`config.mk`:
```
export PLATFORM = sky130hd
export DESIGN_NAME = clock_set_ctrl
export DESIGN_NICKNAME = d
export VERILOG_FILES = /design/src/rtl/clock_set_ctrl.sv
export SDC_FILE = /design/constraint.sdc
export NUM_CORES = 1
export LEC_CHECK = 0
export ABC_CLOCK_PERIOD_IN_PS = 2400
export CORE_UTILIZATION = 45
export DETAILED_ROUTE_END_ITERATION = 10
export PLACE_DENSITY = 0.77
export SYNTH_ARGS = -nofsm -noshare
export SYNTH_HDL_FRONTEND = slang
export SYNTH_SLANG_ARGS = --single-unit
```
`constraint.sdc`:
```
create_clock -name clk -period 2.4 [get_ports clk]
set_input_delay 0.48 -clock clk [delete_from_list [all_inputs] [get_ports clk]]
set_output_delay 0.48 -clock clk [all_outputs]
set_load 0.02 [all_outputs]
```
`src/rtl/clock_set_ctrl.sv`:
```
// Mode and edit controller for the digital clock: key events, shadow
// time/alarm edits, commit strobes, idle timeout and field blink.
module clock_set_ctrl #(
    parameter int REPEAT_MS  = 200,
    parameter int TIMEOUT_MS = 30000,
    parameter int BLINK_MS   = 500
) (
    input  logic       clk,
    input  logic       reset_n,
    input  logic       tick_1ms,
    input  logic [3:0] key0_state,
    input  logic [3:0] key1_state,
    input  logic [3:0] key2_state,
    input  logic [3:0] key3_state,
    input  logic [3:0] key4_state,
    input  logic [3:0] key5_state,
    input  logic [4:0] cur_hour,
    input  logic [5:0] cur_min,
    input  logic [5:0] cur_sec,
    input  logic [4:0] alm_hour,
    input  logic [5:0] alm_min,
    output logic [1:0] mode,
    output logic [1:0] field,
    output logic [4:0] edit_hour,
    output logic [5:0] edit_min,
    output logic [5:0] edit_sec,
    output logic       time_load,
    output logic       alarm_load,
    output logic       alarm_en,
    output logic       blink
);

    typedef enum logic [1:0] {
        RUN       = 2'd0,
        SET_TIME  = 2'd1,
        SET_ALARM = 2'd2
    } state_t;

    localparam logic [15:0] REP_LAST = 16'(REPEAT_MS - 1);
    localparam logic [15:0] TO_LAST  = 16'(TIMEOUT_MS - 1);
    localparam logic [15:0] BL_LAST  = 16'(BLINK_MS - 1);

    state_t      state, state_nx;
    logic [1:0]  cur  [6];
    logic [1:0]  prev [6];
    logic [15:0] up_cnt, dn_cnt, to_cnt, bl_cnt;
    logic        in_set, to_fire, up_rpt, dn_rpt;
    logic        mode_short, mode_long;
    logic        up_ev, dn_ev, next_press, alarm_press, confirm_press;
    logic        ev_confirm, ev_mode, ev_next, ev_up, ev_down, ev_alarm;
    logic        do_confirm, do_mode, do_next, do_up, do_down, do_alarm;
    logic        accepted;

    function automatic logic [1:0] norm(input logic [3:0] s);
        return (s > 4'd2) ? 2'd0 : s[1:0];
    endfunction

    function automatic logic pressed(input logic [1:0] p,
                                     input logic [1:0] c);
        return (p == 2'd0) && (c != 2'd0);
    endfunction

    function automatic logic longed(input logic [1:0] p,
                                    input logic [1:0] c);
        return (p != 2'd2) && (c == 2'd2);
    endfunction

    function automatic logic [4:0] step_hour(input logic [4:0] v,
                                             input logic       inc);
        if (inc) return (v >= 5'd23) ? 5'd0 : v + 5'd1;
        return (v == 5'd0) ? 5'd23 : v - 5'd1;
    endfunction

    function automatic logic [5:0] step_60(input logic [5:0] v,
                                           input logic       inc);
        if (inc) return (v >= 6'd59) ? 6'd0 : v + 6'd1;
        return (v == 6'd0) ? 6'd59 : v - 6'd1;
    endfunction

    always_comb begin
        cur[0] = norm(key0_state);
        cur[1] = norm(key1_state);
        cur[2] = norm(key2_state);
        cur[3] = norm(key3_state);
        cur[4] = norm(key4_state);
        cur[5] = norm(key5_state);
    end

    always_ff @(posedge clk or negedge reset_n) begin
        if (!reset_n) begin
            for (int i = 0; i < 6; i++) prev[i] <= 2'd0;
        end else begin
            for (int i = 0; i < 6; i++) prev[i] <= cur[i];
        end
    end

    // Auto-repeat counters run whenever the key sits in the long state.
    always_ff @(posedge clk or negedge reset_n) begin
        if (!reset_n) begin
            up_cnt <= '0;
            dn_cnt <= '0;
        end else begin
            if (cur[1] != 2'd2) up_cnt <= '0;
            else if (tick_1ms)
                up_cnt <= (up_cnt == REP_LAST) ? '0 : up_cnt + 16'd1;
            if (cur[2] != 2'd2) dn_cnt <= '0;
            else if (tick_1ms)
                dn_cnt <= (dn_cnt == REP_LAST) ? '0 : dn_cnt + 16'd1;
        end
    end

    assign up_rpt = (cur[1] == 2'd2) && tick_1ms && (up_cnt == REP_LAST);
    assign dn_rpt = (cur[2] == 2'd2) && tick_1ms && (dn_cnt == REP_LAST);

    assign mode_short    = (prev[0] == 2'd1) && (cur[0] == 2'd0);
    assign mode_long     = longed(prev[0], cur[0]);
    assign up_ev         = pressed(prev[1], cur[1])
                         | longed(prev[1], cur[1]) | up_rpt;
    assign dn_ev         = pressed(prev[2], cur[2])
                         | longed(prev[2], cur[2]) | dn_rpt;
    assign next_press    = pressed(prev[3], cur[3]);
    assign alarm_press   = pressed(prev[4], cur[4]);
    assign confirm_press = pressed(prev[5], cur[5]);

    assign in_set     = (state != RUN);
    assign ev_confirm = in_set && confirm_press;
    assign ev_mode    = mode_short || mode_long;
    assign ev_next    = in_set && next_press;
    assign ev_up      = in_set && up_ev;
    assign ev_down    = in_set && dn_ev;
    assign ev_alarm   = !in_set && alarm_press;

    // Fixed priority: at most one action wins each clock.
    assign do_confirm = ev_confirm;
    assign do_mode    = ev_mode && !ev_confirm;
    assign do_next    = ev_next && !(ev_confirm || ev_mode);
    assign do_up      = ev_up && !(ev_confirm || ev_mode || ev_next);
    assign do_down    = ev_down
                      && !(ev_confirm || ev_mode || ev_next || ev_up);
    assign do_alarm   = ev_alarm
                      && !(ev_confirm || ev_mode || ev_next
                           || ev_up || ev_down);
    assign accepted   = do_confirm || do_mode || do_next
                      || do_up || do_down || do_alarm;

    assign to_fire = in_set && tick_1ms && (to_cnt == TO_LAST)
                   && !accepted;

    always_ff @(posedge clk or negedge reset_n) begin
        if (!reset_n) state <= RUN;
        else          state <= state_nx;
    end

    always_comb begin
        state_nx = state;
        unique case (state)
            RUN: begin
                if (do_mode)
                    state_nx = mode_short ? SET_TIME : SET_ALARM;
            end
            default: begin
                if (do_confirm || do_mode || to_fire) state_nx = RUN;
            end
        endcase
    end

    always_comb begin
        mode = state;
    end

    always_ff @(posedge clk or negedge reset_n) begin
        if (!reset_n) begin
            field      <= 2'd0;
            edit_hour  <= '0;
            edit_min   <= '0;
            edit_sec   <= '0;
            time_load  <= 1'b0;
            alarm_load <= 1'b0;
            alarm_en   <= 1'b0;
        end else begin
            time_load  <= do_confirm && (state == SET_TIME);
            alarm_load <= do_confirm && (state == SET_ALARM);
            if (do_alarm) alarm_en <= ~alarm_en;
            if (!in_set && state_nx == SET_TIME) begin
                field     <= 2'd0;
                edit_hour <= cur_hour;
                edit_min  <= cur_min;
                edit_sec  <= cur_sec;
            end else if (!in_set && state_nx == SET_ALARM) begin
                field     <= 2'd0;
                edit_hour <= alm_hour;
                edit_min  <= alm_min;
                edit_sec  <= '0;
            end else if (in_set && state_nx == RUN) begin
                field <= 2'd0;
            end else if (do_next) begin
                if (state == SET_TIME)
                    field <= (field == 2'd2) ? 2'd0 : field + 2'd1;
                else
                    field <= (field == 2'd0) ? 2'd1 : 2'd0;
            end else if (do_up || do_down) begin
                case (field)
                    2'd0:    edit_hour <= step_hour(edit_hour, do_up);
                    2'd1:    edit_min  <= step_60(edit_min, do_up);
                    default: edit_sec  <= step_60(edit_sec, do_up);
                endcase
            end
        end
    end

    always_ff @(posedge clk or negedge reset_n) begin
        if (!reset_n) begin
            to_cnt <= '0;
        end else if (!in_set || state_nx == RUN || accepted) begin
            to_cnt <= '0;
        end else if (tick_1ms) begin
            to_cnt <= to_cnt + 16'd1;
        end
    end

    // UP/DOWN restart the blink phase with the field shown.
    always_ff @(posedge clk or negedge reset_n) begin
        if (!reset_n) begin
            blink  <= 1'b0;
            bl_cnt <= '0;
        end else if (state_nx == RUN) begin
            blink  <= 1'b0;
            bl_cnt <= '0;
        end else if (do_up || do_down) begin
            blink  <= 1'b1;
            bl_cnt <= '0;
        end else if (in_set && tick_1ms) begin
            if (bl_cnt == BL_LAST) begin
                blink  <= ~blink;
                bl_cnt <= '0;
            end else begin
                bl_cnt <= bl_cnt + 16'd1;
            end
        end
    end

endmodule

```
==> results of run 1 <==
==> through the flow <==
step	util, %	total power, uW	cells
detailed placement	56.7	4370	992
CTS	59.3	5920	1007
finish	59.5	5940	1008
global route	59.5	6260	1008
global placement	56.7	4250	992
floorplan	-	3440	704
==> kinds of logic after synthesis <==
family	count (synthesis)	synth area share [%]
adder cells (fa/ha/maj)	12	2.46
multiplexers	7	1.25
AND/OR/NAND/NOR	328	28.2
AO/OA/AOI/OAI	170	17.8
XOR/XNOR	40	5.74
buffers and inverters	46	3.06
flip-flops	101	41.4
==> what timing repair did <==
item	in CTS	in global routing
resized for setup	11	5
endpoints found under the setup margin	1	16
pin swaps	5	4
setup buffers	1	1
==> cells in the final DEF (no fill, tap or decap), drive strengths merged, types with 10 or more instances in the layout <==
cell / count
a21oi: 31
o21ai: 70
nor3: 14
nand2: 71
nor4b: 15
nand3: 39
nor4: 12
ha: 12
inv: 12
xnor2: 12
xor2: 28
nor2b: 13
dfrtp: 101
buf: 70
nand2b: 17
nand4: 14
and3: 27
nor2: 83
clkbuf: 10
clkdlybuf4s50: 73
a31oi: 13
==> sequential cells by signal (all words and copies together), names as in the netlist, 2 cells and up <==
name and cells:
bl_cnt 16, edit_hour 5, edit_min 6, field 2
edit_sec 6, dn_cnt 16, mode 2, to_cnt 16
up_cnt 16, prev 12
==> worst paths after layout <==
kind / to / from / depth (start not counted)
max: edit_sec[2] / up_cnt[1] / 9
min: dn_cnt[11] / reset_n / 1
max reg2reg: edit_sec[2] / up_cnt[1] / 9
min reg2reg: up_cnt[15] / up_cnt[15] / 1
max in group asynchronous: bl_cnt[9] / reset_n / 2
min in group clk: up_cnt[15] / up_cnt[15] / 1
==> worst max-delay path, stage by stage, from the launching register on <==
cell and delay (ns):
sky130_fd_sc_hd__dfrtp_1 0.41, sky130_fd_sc_hd__ha_1 0.21, sky130_fd_sc_hd__nor4b_2 0.16, sky130_fd_sc_hd__nand4_1 0.18
sky130_fd_sc_hd__o32ai_4 0.13, sky130_fd_sc_hd__a311o_2 0.41, sky130_fd_sc_hd__a41o_2 0.36, sky130_fd_sc_hd__buf_4 0.16
sky130_fd_sc_hd__nor2_1 0.08, sky130_fd_sc_hd__o21ai_1 0.08
==> report_power, final <==
group / switching (uW) / total, uW / internal (uW)
sequential: 331 / 2190 / 1860
combinational: 1140 / 2200 / 1060
clock: 616 / 1550 / 931
==> final cells by class <==
cell class	count	area (sq um)
Sequential cell	101	2530
Inverter	12	45.0
Clock inverter	4	73.8
Tap cell	176	220
Fill cell	1121	5360
Clock buffer	10	239
Timing Repair Buffer	148	1340
Multi-Input combinational cell	557	3440
==> layer usage <==
layer	global-route usage (%)	vias up	part of all wire, %	wire length [um]
met1	29.1	2824	45	7020
met5	0	-	0	0
li1	-	2792	-	-
met4	7.99	0	1.6	251
met2	40.0	160	50	7830
met3	4.10	32	4.1	650
==> results.md, run 1 <==
- Status: complete, but fails checks
- Violations in the final reports: DRC
- Max Transition Viols Final: 0
- Cell variety after synth: between 60 and 70
- Final worst path period need: between 2 and 2.5 ns
- Fin area: 7880 sq um
- VDD IR-drop max: 486 uV
- Biggest area consumer among synthesized cells: sky130_fd_sc_hd__dfrtp_1
- Wire length of the first global-routing pass: between 20 and 30 mm
- Antenna Nets Post-Route: 0
- Number of buffers added on ports: 79
- Critical path launch point type: flip-flop
- Final worst slack: 0.0937 ns
- Setup repair after global routing missed its margin: true
- Length of the first detailed-routing pass in iterations: 8
- Number of buffers added by the clock tree synthesis step: 9
- Worst hold-check path type: input port to asynchronous set/reset pin
- Synth-to-layout area growth: 29.2%
- Final Hold Vio Count: 0
- Total global routing track utilization: between 20 and 25%
- Ys flop type: sky130_fd_sc_hd__dfrtp_1
- Number of vias in the routed layout: ~5800
- Fmax: approximately 430 MHz
- Power per cell area: about 750 nW/um^2
- Clk Latency, worst-skew pair: 0.34 ns
- Vias in the first global route: 5829
- Dpl cell area: about 7500 sq um
- Total Die Area: about 14000 sq um
- Final-layout worst hold slack: approximately 0.11 ns
- Net Count, Synth: between 700 and 800
- Sum of negative setup slack: 0 ns
- Number of top-level design ports: 80
- Flip-flop and latch count after synthesis: around 100
- Clock root buffer master: sky130_fd_sc_hd__clkbuf_16
- Leading post-synthesis cells by instance count: sky130_fd_sc_hd__dfrtp_1, sky130_fd_sc_hd__nor2_1, sky130_fd_sc_hd__nand2_1, sky130_fd_sc_hd__o21ai_0, sky130_fd_sc_hd__nand3_1
- Count of unresolved DRC violations after routing: 1
- Most instantiated library cell after synthesis: sky130_fd_sc_hd__dfrtp_1
- Largest cells by area after synthesis: sky130_fd_sc_hd__dfrtp_1, sky130_fd_sc_hd__o21ai_0, sky130_fd_sc_hd__nor2_1, sky130_fd_sc_hd__nand2_1, sky130_fd_sc_hd__xor2_1
- TritonCTS clock tree: done
- Share of layout cells above drive strength 1: 12.4%
- Placement-stage worst setup slack: -0.446 ns
- Reg2reg setup slack: about 0.094 ns
- Worst Clk Skew: between 0.008 and 0.009 ns
- Bufs on Longest Clock Path: 2
- Gate count of the mapped netlist: just over 700
- Quantity of hold-fixing buffers added after cts: 0
- Placeable Area: about 13000 sq um
- Number of antenna violations at the first check in global routing: 0
- Mean instance size in the synthesized netlist: roughly 8.7 sq um
- Crit Path Category: flip-flop to flip-flop
- Share of synthesized flip-flops with an asynchronous set or reset: 100%
- Largest net degree at the start of global routing: 43
- Slew Limit Headroom: between 50% and 60%
- Crit Path Max Fanout: 6
- Die W: between 100 and 150 um
- Total of warnings raised by yosys: 0
- Wire length reported by the detailed router: ~16 mm
- Gpl congestion: about 0.96
- Chip Height: around 120 um
- Number of maximum-capacitance constraint violations: 0
- Post-CTS clock slew at the launch and capture registers of the worst setup and hold paths: roughly 0.07 ns
- DR WL/cell: approximately 16 um
- Final cycle utilization of the critical path: between 90% and 100%
- Detailed placer's ending HPWL: 11.3 mm
- Worst endpoint data arrival time: ~2.5 ns
- Iter 0 DRT Violations: roughly 440
- Count of antenna diodes in the layout: 0
- Sequential area share after synthesis: between 40% and 50%
- Std-Cell Rows: between 40 and 50
- Total number of clock tree sinks: 101
- Kind of end point of the critical path: flip-flop
- Measured slew at the worst slew-check pin: slightly above 0.6 ns
- Leakage power figure: between 0.003 and 0.004 uW
- Total congestion overflow: 0
- Proportion of netlist area held by the largest area contributor: between 40 and 50%
- Vias per Instance: 5.76
- Required time at the endpoint of the critical path: between 2 and 3 ns
- Number of synthesized flops with an enable pin: 0
- Number of levels in the clock H-tree: 3
- Netlist area before placement: 6100 sq um
- Starting density of the core: a little under half
- Nets: 896
- Number of setup violations in the final report: 0
(Power assumes the default switching activity.)
==> run 2, diff against run 1 <==
--- a/config.mk
+++ b/config.mk
@@ -6,9 +6,9 @@
 export NUM_CORES = 1
 export LEC_CHECK = 0
 export ABC_CLOCK_PERIOD_IN_PS = 2400
-export CORE_UTILIZATION = 45
+export CORE_UTILIZATION = 56
 export DETAILED_ROUTE_END_ITERATION = 10
-export PLACE_DENSITY = 0.77
+export PLACE_DENSITY = 0.91
 export SYNTH_ARGS = -nofsm -noshare
 export SYNTH_HDL_FRONTEND = slang
 export SYNTH_SLANG_ARGS = --single-unit
==> results.md, run 2 (synthesis results as in run 1) <==
- Status: finished clean
- Final worst path period need: ~2.3 ns
- Fill cells: 718
- Final worst slack: 0.0800 ns
- Leakage power figure: roughly 0.0034 uW
- Kind of end point of the critical path: flip-flop
- Largest net degree at the start of global routing: 55
- Post-CTS clock slew at the launch and capture registers of the worst setup and hold paths: 0.09 ns
- TritonCTS clock tree: done
- Total global routing track utilization: between 30% and 40%
- Wire length reported by the detailed router: 17.1 mm
- Slew Limit Headroom: a little under half
- Crit Path Max Fanout: 5
- DR WL/cell: roughly 18 um
- Iter 0 DRT Violations: approximately 640
- Placed cell count: about 960
- Quantity of hold-fixing buffers added after cts: 0
- Count of antenna diodes in the layout: 0
- Synth-to-layout area growth: 28.2%
- Max Transition Viols Final: 0
- Fmax: roughly 430 MHz
- VDD IR-drop max: 529 uV
- Crit path from: key1_state[1]
- Number of top-level design ports: 80
- Number of buffers added by the clock tree synthesis step: 9
- Post-route total power: approximately 5700 uW
- Die W: between 100 and 150 um
- Total area of sequential cells: 2530 sq um
- Sum of negative setup slack: 0 ns
- Vias in the first global route: a little over 6000
- Number of levels in the clock H-tree: 3
- Measured slew at the worst slew-check pin: 0.816 ns
- Share of layout cells above drive strength 1: between 10% and 20%
- Required time at the endpoint of the critical path: approximately 2.7 ns
- Final Hold Vio Count: 0
- Worst endpoint data arrival time: 2.58 ns
- Number of setup violations in the final report: 0
- Leading cell type in the layout, fill and taps excluded: sky130_fd_sc_hd__dfrtp_1
- Final cycle utilization of the critical path: 96.7%
- Power per cell area: slightly above 700 nW/um^2
- Most used cells in the layout excluding fill and tap cells: sky130_fd_sc_hd__dfrtp_1, sky130_fd_sc_hd__nor2_1, sky130_fd_sc_hd__clkdlybuf4s50_1, sky130_fd_sc_hd__nand2_1, sky130_fd_sc_hd__buf_4
- Clk Latency, worst-skew pair: 0.38 ns
- Clock root buffer master: sky130_fd_sc_hd__clkbuf_8
- Chip Height: 106 um
- Placement-stage worst setup slack: -0.413 ns
- Critical path launch point type: input port
- Final-layout worst hold slack: ~0.044 ns
- Detailed placer's ending HPWL: 11.7 mm
- Bufs on Longest Clock Path: 2
- Total congestion overflow: 0
- Footprint of the multi-input gates: around 3500 sq um
- Vias per Instance: 6.36
- Number of buffers added on ports: slightly below 80
- Nets: 900
- Crit Path Category: input port to flip-flop
- Std-Cell Rows: 37
- Total Die Area: 11300 sq um
- Worst hold-check path type: input port to asynchronous set/reset pin
- Setup repair after global routing missed its margin: true
- Placeable Area: between 10000 and 15000 sq um
- Final Non-Filler Cells: approximately 1000
- Reg2reg setup slack: 0.09 ns
- Worst reg2reg path startpoint: up_cnt[1]
- Number of vias in the routed layout: 6186
- Worst Clk Skew: slightly above 0.007 ns
- Length of the first detailed-routing pass in iterations: 7
- Number of maximum-capacitance constraint violations: 0
- Number of antenna violations at the first check in global routing: 0
- Gpl congestion: slightly above 0.9
- Wire length of the first global-routing pass: between 20 and 30 mm
- Count of unresolved DRC violations after routing: 0
- Total number of clock tree sinks: between 100 and 150
- Antenna Nets Post-Route: 0
- Starting density of the core: between 50 and 60%
-- run 2: worst paths after layout --
| path | to | cells after the start |
|---|---|---|
| max | edit_hour[1] | 9 |
| min | bl_cnt[8] | 1 |
| max reg2reg | edit_hour[1] | 9 |
| min reg2reg | up_cnt[15] | 1 |
| max in group asynchronous | dn_cnt[0] | 2 |
| min in group clk | up_cnt[15] | 1 |
-- run 2: per-layer routing --
layer | part of all wire [%] | GRT usage (%) | vias up | wire [um]
li1 | - | - | 2812 | -
met5 | 0 | 0 | - | 0
met1 | 39 | 37.2 | 2962 | 6670
met2 | 50 | 50.8 | 340 | 8520
met4 | 3.1 | 10.6 | 0 | 526
met3 | 7.9 | 7.42 | 72 | 1350
-- run 2: per-stage QoR --
step	instance area (sq um)	utilization [%]
5_1_grt	7820	74.7
2_1_floorplan	6100	-
3_3_place_gp	7470	71.4
3_5_place_dp	7470	71.4
4_1_cts	7680	73.4
6_report	7820	74.7
-- run 2: final cells by class --
type / instances / area share (%)
Multi-Input combinational cell: 557 / 44.7
Sequential cell: 101 / 32.3
Timing Repair Buffer: 152 / 17.6
Tap cell: 136 / 2.18
Clock buffer: 9 / 1.58
Clock inverter: 5 / 0.992
Inverter: 12 / 0.576
-- run 2: power by group --
group	switching [uW]	internal, uW
logic	1230	1070
clock network	581	572
registers	363	1860
total	2170	3500
-- run 2: critical path, cell delays in order --
cell	delay, ns
sky130_fd_sc_hd__clkdlybuf4s50_1	0.47
sky130_fd_sc_hd__nor2b_1	0.17
sky130_fd_sc_hd__o21ai_2	0.18
sky130_fd_sc_hd__o32ai_4	0.11
sky130_fd_sc_hd__a311o_2	0.42
sky130_fd_sc_hd__buf_6	0.14
sky130_fd_sc_hd__a31oi_4	0.26
sky130_fd_sc_hd__a211oi_2	0.08
sky130_fd_sc_hd__a221o_1	0.27
-- run 2: repair_timing --
action	4_1_cts	5_1_grt
setup buffers	0	2
pin swaps	1	9
cloned	0	1
gates resized for setup	4	26
setup endpoints to repair	3	20
==> run 3, diff against run 2 <==
--- a/config.mk
+++ b/config.mk
@@ -9,6 +9,7 @@
 export CORE_UTILIZATION = 56
 export DETAILED_ROUTE_END_ITERATION = 10
 export PLACE_DENSITY = 0.91
+export SETUP_SLACK_MARGIN = 0.3
 export SYNTH_ARGS = -nofsm -noshare
 export SYNTH_HDL_FRONTEND = slang
 export SYNTH_SLANG_ARGS = --single-unit
==> results.md, run 3 (synthesis results as in run 1) <==
- Gpl congestion: a little over 0.9
- Cell depth of the worst setup path: 10
- Slew Limit Headroom: about 49%
- Vias in the first global route: about 6000
- Number of antenna violations at the first check in global routing: 0
- Bufs on Longest Clock Path: 2
- Power per cell area: about 730 nW/um^2
- Depth of the most critical reg-to-reg path: 10
- Starting density of the core: approximately three fifths
- Last element of the critical path: edit_hour[0]
- Reg2reg setup slack: between 0.03 and 0.04 ns
- Share of layout cells above drive strength 1: 25.5%
- Iter 0 DRT Violations: ~820
- Die W: around 110 um
- Leading cell type in the layout, fill and taps excluded: sky130_fd_sc_hd__dfrtp_1
- Most used cells in the layout excluding fill and tap cells: sky130_fd_sc_hd__dfrtp_1, sky130_fd_sc_hd__buf_4, sky130_fd_sc_hd__clkdlybuf4s50_1, sky130_fd_sc_hd__nand2_1
- Max Transition Viols Final: 0
- Total number of clock tree sinks: 101
- Detailed placer's ending HPWL: about 11 mm
- Leakage power figure: around 0.0036 uW
- Length of the first detailed-routing pass in iterations: 5
- Total global routing track utilization: 31.5%
- Placement-stage worst setup slack: -0.413 ns
- Critical path launch point type: flip-flop
- Number of top-level design ports: 80
- Crit Path Category: flip-flop to flip-flop
- VDD IR-drop max: between 500 and 600 uV
- Worst hold-check path type: input port to asynchronous set/reset pin
- Clk Latency, worst-skew pair: roughly 0.40 ns
- Sum of negative setup slack: 0 ns
- Placeable Area: 10500 sq um
- Number of buffers added on ports: slightly below 80
- Terminus of the critical flop-to-flop path: edit_hour[0]
- Number of levels in the clock H-tree: 3
- Fmax: 423 MHz
- Total Die Area: 11300 sq um
- Count of unresolved DRC violations after routing: 0
- DR WL/cell: 20.4 um
- Critical-path top delay cell: sky130_fd_sc_hd__dfrtp_1
- Wire length reported by the detailed router: 20.4 mm
- Antenna Nets Post-Route: 0
- Chip Height: roughly 110 um
- Final-layout worst hold slack: -0.0208 ns
- Setup repair after global routing missed its margin: true
- Worst Clk Skew: around 0.017 ns
- Total congestion overflow: 0
- Status: complete, but fails checks
- Ordered cell list for the critical path: ha_2, nor4b_4, nand4_1, o32ai_4, a311o_2, buf_6, a31oi_4, buf_4, a21o_1, a2bb2oi_1
- TritonCTS clock tree: done
- Nets: approximately 930
- Wire length of the first global-routing pass: 28.4 mm
- Synth-to-layout area growth: 41.4%
- Fill cells: around 570
- Final worst slack: between 0.03 and 0.04 ns
- Post-CTS clock slew at the launch and capture registers of the worst setup and hold paths: 0.11 ns
- Number of maximum-capacitance constraint violations: 0
- Number of vias in the routed layout: about 6600
- Final cycle utilization of the critical path: slightly below 100%
- Number of setup violations in the final report: 0
- Count of antenna diodes in the layout: 0
- Worst reg2reg path startpoint: up_cnt[0]
- Measured slew at the worst slew-check pin: roughly 0.75 ns
- Post-route total power: 6290 uW
- Violations in the final reports: hold timing
- Final Hold Vio Count: 23
- Required time at the endpoint of the critical path: 2.72 ns
- Number of buffers added by the clock tree synthesis step: 9
- Number of buffers and inverters on the critical path: 2
- Worst endpoint data arrival time: around 2.7 ns
- Largest net degree at the start of global routing: between 50 and 60
- Delay contributed by the slowest stage of the critical path: approximately 0.40 ns
- Crit path from: up_cnt[0]
- Kind of end point of the critical path: flip-flop
- Crit Path Max Fanout: 6
- Final Non-Filler Cells: 1001
- Largest delay contributor family on the critical path: compound AO/OA/AOI/OAI gates
- Quantity of hold-fixing buffers added after cts: 0
- Vias per Instance: between 6 and 7
- Final worst path period need: 2.37 ns
- Placed cell count: 956
- Clock root buffer master: sky130_fd_sc_hd__clkbuf_8
- Std-Cell Rows: 37
[run 3: how the worst min path moves through the flow]
stage | to | slack, ns
floorplan | alarm_en | 0.18
global placement | bl_cnt[11] | 0.42
detailed placement | bl_cnt[10] | 0.42
CTS | bl_cnt[2] | 0.0009
global route | bl_cnt[12] | -0.001
finish | bl_cnt[12] | -0.02
[run 3: power breakdown]
group          total [uW]  switching, uW  internal (uW)
sequential           2260            393           1860
clock                1140            632            507
combinational        2890           1540           1350
[run 3: layout make-up]
cell class	instances	area [sq um]	area share [%]
well taps	136	170	1.97
multi-input cells	558	3990	46.3
clock inverters	5	58.8	0.682
flip-flops and latches	101	2540	29.4
repair buffers	179	1690	19.6
inverters	12	45.0	0.522
clock buffers	10	138	1.60
[run 3: what timing repair did]
item,CTS,global route
gates cloned,3,2
pin swaps,23,33
endpoints found under the setup margin,56,68
resized for setup,57,112
setup buffers,14,11
[run 3: worst register-to-register path, cell delays in order, from the launching register on]
cell,delay [ns]
sky130_fd_sc_hd__dfrtp_1,0.40
sky130_fd_sc_hd__ha_2,0.20
sky130_fd_sc_hd__nor4b_4,0.13
sky130_fd_sc_hd__nand4_1,0.19
sky130_fd_sc_hd__o32ai_4,0.14
sky130_fd_sc_hd__a311o_2,0.38
sky130_fd_sc_hd__buf_6,0.15
sky130_fd_sc_hd__a31oi_4,0.31
sky130_fd_sc_hd__buf_4,0.18
sky130_fd_sc_hd__a21o_1,0.08
sky130_fd_sc_hd__a2bb2oi_1,0.15
[run 3: layer usage]
layer	vias to the layer above	wire length (um)	GRT usage, %
li1	2871	-	-
met1	3140	7830	40.3
met2	444	9940	52.4
met3	114	1750	5.15
met4	0	871	14.0
met5	-	0	0
[run 3: per-stage QoR]
step	util [%]	cell area, sq um
6_report	82.4	8620
3_5_place_dp	71.6	7500
4_1_cts	76.9	8050
3_3_place_gp	71.6	7500
5_1_grt	82.4	8620
2_1_floorplan	-	6120
